--- config.mk ---
export PLATFORM = sky130hd
export DESIGN_NAME = bit_serializer
export DESIGN_NICKNAME = d
export VERILOG_FILES = /design/src/rtl/bit_serializer.sv
export SDC_FILE = /design/constraint.sdc
export NUM_CORES = 1
export LEC_CHECK = 0
export ABC_AREA = 1
export ABC_CLOCK_PERIOD_IN_PS = 4100
export CAP_MARGIN = 20
export CORE_ASPECT_RATIO = 1.4
export CORE_UTILIZATION = 55
export DETAILED_ROUTE_END_ITERATION = 7
export GPL_ROUTABILITY_DRIVEN = 1
export GPL_TIMING_DRIVEN = 0
export HOLD_SLACK_MARGIN = 0.06
export PLACE_DENSITY = 0.83
export SLEW_MARGIN = 30
export SYNTH_ARGS = -nofsm -noshare
export SYNTH_HDL_FRONTEND = slang
export SYNTH_SLANG_ARGS = --single-unit
--- constraint.sdc ---
create_clock -name clk -period 4.1 [get_ports clk]
set_input_delay 0.82 -clock clk [delete_from_list [all_inputs] [get_ports clk]]
set_output_delay 0.82 -clock clk [all_outputs]
set_load 0.005 [all_outputs]
--- src/rtl/bit_serializer.sv ---
`default_nettype none
// ============================================================================
// Module      : bit_serializer
// Description : Parallel-to-serial front end for the serial sequence detector.
//               Shifts W-bit words out one bit per cycle. A one-word pending
//               buffer lets consecutive words follow each other with no gap.
// Revision    : 1.0 - initial release
// ============================================================================
module bit_serializer #(
    parameter int   W         = 8,
    parameter bit   MSB_FIRST = 1'b1,
    parameter logic IDLE_BIT  = 1'b0
) (
    input  logic         clk,
    input  logic         rst_n,
    input  logic         in_vld,
    input  logic [W-1:0] in_w,
    output logic         in_rdy,
    input  logic         flush,
    output logic         out,
    output logic         out_vld,
    output logic         out_sow,
    output logic         busy
);

    localparam int            CW     = (W > 1) ? $clog2(W) : 1;
    localparam logic [CW-1:0] C_LAST = CW'(W - 1);

    typedef enum logic [0:0] {
        S_IDLE  = 1'b0,
        S_SHIFT = 1'b1
    } state_t;

    state_t        state;
    state_t        state_d;
    logic [W-1:0]  sr;
    logic [W-1:0]  sr_d;
    logic [W-1:0]  pend;
    logic [W-1:0]  pend_d;
    logic [CW-1:0] cnt;
    logic [CW-1:0] cnt_d;
    logic          pend_vld;
    logic          pend_vld_d;
    logic          out_d;
    logic          out_vld_d;
    logic          out_sow_d;

    logic          accept;
    logic          last_bit;
    logic [W-1:0]  load_word;
    logic          head_of_load;
    logic [W-1:0]  rest_of_load;
    logic          head_of_sr;
    logic [W-1:0]  rest_of_sr;

    // in_rdy depends only on registers, reset and flush; never on in_vld
    assign in_rdy   = rst_n & ~pend_vld & ~flush;
    assign accept   = in_vld & in_rdy;
    assign last_bit = (state == S_SHIFT) && (cnt == C_LAST);

    // A pending word is only ever consumed on the last bit, where in_rdy is 0
    assign load_word = pend_vld ? pend : in_w;

    generate
        if (MSB_FIRST) begin : g_msb_first
            assign head_of_load = load_word[W-1];
            assign rest_of_load = {load_word[W-2:0], 1'b0};
            assign head_of_sr   = sr[W-1];
            assign rest_of_sr   = {sr[W-2:0], 1'b0};
        end else begin : g_lsb_first
            assign head_of_load = load_word[0];
            assign rest_of_load = {1'b0, load_word[W-1:1]};
            assign head_of_sr   = sr[0];
            assign rest_of_sr   = {1'b0, sr[W-1:1]};
        end
    endgenerate

    always_ff @(posedge clk or negedge rst_n) begin
        if (!rst_n) begin
            state    <= S_IDLE;
            sr       <= '0;
            pend     <= '0;
            cnt      <= '0;
            pend_vld <= 1'b0;
            out      <= IDLE_BIT;
            out_vld  <= 1'b0;
            out_sow  <= 1'b0;
        end else begin
            state    <= state_d;
            sr       <= sr_d;
            pend     <= pend_d;
            cnt      <= cnt_d;
            pend_vld <= pend_vld_d;
            out      <= out_d;
            out_vld  <= out_vld_d;
            out_sow  <= out_sow_d;
        end
    end

    // The first bit of a loaded word goes straight onto out; sr keeps the rest
    always_comb begin
        state_d    = state;
        sr_d       = sr;
        pend_d     = pend;
        cnt_d      = cnt;
        pend_vld_d = pend_vld;
        out_d      = out;
        out_vld_d  = out_vld;
        out_sow_d  = 1'b0;

        if (flush) begin
            state_d    = S_IDLE;
            cnt_d      = '0;
            pend_vld_d = 1'b0;
            out_d      = IDLE_BIT;
            out_vld_d  = 1'b0;
        end else begin
            case (state)
                S_IDLE: begin
                    if (accept) begin
                        state_d   = S_SHIFT;
                        sr_d      = rest_of_load;
                        cnt_d     = '0;
                        out_d     = head_of_load;
                        out_vld_d = 1'b1;
                        out_sow_d = 1'b1;
                    end else begin
                        out_d     = IDLE_BIT;
                        out_vld_d = 1'b0;
                    end
                end
                S_SHIFT: begin
                    if (last_bit) begin
                        if (pend_vld || accept) begin
                            sr_d       = rest_of_load;
                            cnt_d      = '0;
                            pend_vld_d = 1'b0;
                            out_d      = head_of_load;
                            out_vld_d  = 1'b1;
                            out_sow_d  = 1'b1;
                        end else begin
                            state_d   = S_IDLE;
                            cnt_d     = '0;
                            out_d     = IDLE_BIT;
                            out_vld_d = 1'b0;
                        end
                    end else begin
                        sr_d      = rest_of_sr;
                        cnt_d     = cnt + CW'(1);
                        out_d     = head_of_sr;
                        out_vld_d = 1'b1;
                        if (accept) begin
                            pend_d     = in_w;
                            pend_vld_d = 1'b1;
                        end
                    end
                end
                default: begin
                    state_d   = S_IDLE;
                    out_d     = IDLE_BIT;
                    out_vld_d = 1'b0;
                end
            endcase
        end
    end

    assign busy = (state == S_SHIFT) | pend_vld;

endmodule
`default_nettype wire

## Yosys cells after proc, flatten, opt, wreduce, memory -nomap -nowiden

Cells that the tools add are included.

| operators by class | value |
|---|---|
| equality and inequality tests | 5 |
| multiplexer cells | 27 |
| multiply operators | 0 |
| order comparisons | 0 |
| reductions and logical operators | 7 |
| shift-type cells | 0 |
| div/mod/pow operators | 0 |
| add/subtract/negate cells | 1 |
| bitwise operators | 8 |

Operators by type and width:

| kind | number |
|---|---|
| 2-to-1 mux 8 bit | 4 |
| case mux 8 bit (2 select lines) | 1 |
| 2-to-1 mux 1 bit | 15 |
| 2-to-1 mux 3 bit | 3 |
| != test 3 x 2 -> 1 bit, second input constant | 2 |
| case mux 1 bit (2 select lines) | 3 |
| case mux 3 bit (2 select lines) | 1 |
| AND reduction 3 bit | 2 |
| inverter 1 bit | 4 |
| AND reduction 4 bit | 1 |
| adder 3 x 1 -> 3 bit, second input constant | 1 |
| bitwise AND 1 bit | 3 |
| equality test 3 bit, second input constant | 1 |
| != test 3 bit, second input constant | 1 |
| nonzero test 3 bit | 1 |
| != test 2 bit, second input constant | 1 |
| nonzero test 2 bit | 1 |
| logical AND 1 bit | 1 |
| logical OR 1 bit | 1 |
| bitwise OR 1 bit | 1 |

| word-level totals | value |
|---|---|
| memories kept | 0 |
| bits in read-only memories | 0 |
| memory bits (writable) | 0 |
| output and inout bits | 5 |
| bits in latches | 0 |
| register bits | 23 |

## Depth between registers and ports, before layout

| depth | value |
|---|---|
| depth in word-level cells | 9 |
| mapped depth | 8 |

## Worst setup path before layout

Ideal clock, no wire load.

| path | value |
|---|---|
| path type | input-to-output |
| from | input flush |
| to | output in_rdy |
| required time | 3280 ps |
| data arrival time | 1144 ps |
| stages on the path | 3 |
| path slack | 2136 ps |
| path through | inv_1 > nand3_1 > inv_1 |

| on the way | value |
|---|---|
| longest elaborated chain between the ends | 2 |

RTL lines:

| what | RTL line | text |
|---|---|---|
| start, declared | 19 | `input logic flush,` |
| inverter 1 bit (no line) | - |  |
| bitwise AND 1 bit | 57 | `assign in_rdy = rst_n & ~pend_vld & ~flush;` |
| end, declared | 18 | `output logic in_rdy,` |

Every way passes these cells.

## Worst setup path after layout

Same ends and word-level chain as after synthesis.

==> results_dict.tcl <==
set metrics [dict create \
    post_synth.cell_area_avg_um2 8.11 \
    rows 19 \
    clkSlewWorstSetupHoldPaths_ns 0.12 \
    firstDrtPassIters 5 \
    final_util_pct 71.0 \
    finClkSkew_ns 0.00998 \
    min_period_ns 2.96 \
    gr-total-overflow 0 \
    top_usage_layer "met2" \
    cts.sinks 22 \
    synth_seq_cells 22 \
    route.detailed.drc 0 \
    hp-class "in2async" \
    first_global_vias 994 \
    chipWidth_um 41.2 \
    diodes 0 \
    crit_type "in2out" \
    sw_frac_of_total_pct 26.8 \
    dieArea_mm2 0.00234 \
    hold_slack_ns 0.469 \
    max_stage_delay_ns 0.48 \
    tightest_slew_ns 0.552 \
    ant_nets 0 \
    hpwl_um 1710 \
    grt_setup_unrepaired "no" \
    use_met2_pct 40.2 \
    finalPower_mw 0.552 \
    post_cts_buffers 0 \
    path_cells "clkdlybuf4s50_1, inv_1, nand3_1, inv_1, clkdlybuf4s50_1" \
    worstPathRequired_ns 3.28 \
    p_int_mw 0.404 \
    ioPinCount 17 \
    final_nets 181 \
    timing.fmax_mhz 338 \
    cts-root-buf "clkbuf_4" \
    cp_max_fo 8 \
    yosys_warnings 0 \
    setup_violations 0 \
    die_y_um 56.9 \
    start_util_pct 59.3 \
    antenna_found_initial 0 \
    grt_use_met1_pct 29.1 \
    critPathLaunchType "primary input" \
    period_share_pct 72.1 \
    wl_per_cell_um 12.1 \
    maxSlewHeadroom_pct 63.2 \
    cts_buffers 3 \
    yosysUniqueCellTypes 22 \
    clk_latency_ns 0.32 \
    grt_use_met3_pct 3.56 \
    syn-num-nets 160 \
    pwr-share-clk_pct 30.2 \
    tritoncts "yes" \
    hold_violations 0 \
    path_delay_family "buffers and inverters" \
    area_delta_synth_final_pct 19.8 \
    synth_cells 146 \
    fin_tns_setup_ns 0 \
    ys_seq_area_share_pct 46.5 \
    finalMaxSlewViolations 0 \
    end_kind "output port" \
    cp_slowest_cell "clkdlybuf4s50_1" \
    grt_pass1_wl_um 3920 \
    combPwrFrac_pct 18.9 \
    place_congestion 0.826 \
    vdd_ir_drop_max_mv 0.339 \
    post_cts_resized 0 \
    vias 1009 \
    core_area_mm2 0.00200 \
    grt_max_degree 26 \
    power_leakage_nw 0.735 \
    arrival_ns 2.14 \
    placement.io_buffers 16 \
    hold_buffers 0 \
    grt.total_usage_pct 24.1 \
    syn_area_mm2 0.00118 \
    cts_buffer_depth 2 \
    power_density_mw_per_mm2 389 \
    status "complete, no violations" \
    vias_per_cell 5.40 \
    seqPwrFrac_pct 50.9 \
    layout-drive-gt1-share_pct 12.7 \
    path_buf_inv 4 \
    p_switching_mw 0.148 \
    drtIter0Drc 17 \
    wl_um 2270 \
    maxCapViolCount 0 \
    htree_num_levels 1 \
]
==> power groups by stage <==
| stage | Combinational, mW | Clock (mW) | Sequential [mW] |
|---|---|---|---|
| after global placement | 0.101 | 0 | 0.283 |
| after floorplan | 0.0688 | 0 | 0.281 |
| after CTS | 0.106 | 0.169 | 0.281 |
| final | 0.104 | 0.167 | 0.281 |
| after global routing | 0.122 | 0.179 | 0.286 |
| after detailed placement | 0.105 | 0 | 0.286 |
==> Yosys cell counts <==
cell,instances,area share [%]
buf_6,1,0.95
nor2_2,2,1.1
o21ai_0,11,4.7
nand4_1,1,0.53
o211ai_1,1,0.63
nand4_4,1,1.8
a21oi_2,2,1.5
nand3_1,11,4.7
nand2_1,54,17
nor2_8,2,3.4
buf_8,1,1.3
a21oi_1,9,3.8
nor2_1,6,1.9
dfrtp_1,22,47
nand3_2,1,0.85
inv_1,12,3.8
nand2_2,2,1.1
a21boi_0,1,0.63
ha_1,2,2.1
inv_6,1,0.74
buf_2,1,0.42
inv_2,2,0.63
==> cells by family (layout without fill, tap and decap cells) <==
group / after synthesis / in the layout / synth area share, %
AND/OR/NAND/NOR: 80 / 80 / 32.3
AO/OA/AOI/OAI: 24 / 24 / 11.2
flip-flops: 22 / 22 / 46.5
buffers and inverters: 18 / 38 / 7.82
adder cells (fa/ha/maj): 2 / 2 / 2.11
==> placed cells by master (no fill, tap or decap), types with 3 or more instances in the layout <==
master	instances
clkbuf_4	3
dfrtp_1	22
clkdlybuf4s50_1	15
a21oi_1	9
nand2_1	54
nand3_1	11
inv_1	12
nor2_1	6
o21ai_0	11
==> metrics by stage <==
step           setup slack [ns]  instance area [µm²]  instances
2_1_floorplan              2.14                 1180        146
3_3_place_gp              0.499                 1370        183
3_5_place_dp               1.14                 1370        183
4_1_cts                    1.13                 1420        187
5_1_grt                   0.987                 1420        187
6_report                   1.14                 1420        187
==> worst paths after layout <==
check	from	endpoint	slack [ns]	cells past startpoint
setup / recovery	flush	in_rdy	1.14	5
hold / removal	rst_n	cnt[2]$_DFFE_PN0P_	0.47	1
min in group clk	sr[7]$_DFFE_PN0P_	sr[7]$_DFFE_PN0P_	0.49	2
hold reg to reg	sr[7]$_DFFE_PN0P_	sr[7]$_DFFE_PN0P_	0.49	2
max in group asynchronous	rst_n	pend[6]$_DFFE_PN0P_	3.26	1
setup reg to reg	cnt[0]$_DFFE_PN0P_	pend[7]$_DFFE_PN0P_	2.40	8
==> final cells by class <==
cell class | count | area, µm²
Fill cell | 169 | 579
Buffer | 3 | 31.3
Inverter | 15 | 61.3
Sequential cell | 22 | 551
Timing Repair Buffer | 16 | 155
Clock buffer | 3 | 22.5
Clock inverter | 1 | 30.0
Tap cell | 21 | 26.3
Multi-Input combinational cell | 106 | 541
==> per-layer routing <==
metal | vias to the layer above | wire length, µm
met4 | 0 | 63
met5 | - | 0
met1 | 469 | 951
li1 | 508 | -
met3 | 7 | 84
met2 | 25 | 1170
==> flip-flops by register name, summed over array words and instances (netlist names) <==
name / flops
sr: 7
out: 1
state: 1
pend: 8
cnt: 3
out_sow: 1
pend_vld: 1
==> worst register-to-register path: stages, from the launching register on <==
cell and delay (ns):
dfrtp_1 0.42, ha_1 0.21, ha_1 0.26, nor2_8 0.21, inv_6 0.07, nor2_8 0.15, buf_8 0.16, nor2_2 0.04
a21oi_2 0.09
No activity file was read; power rests on OpenSTA's default activity.
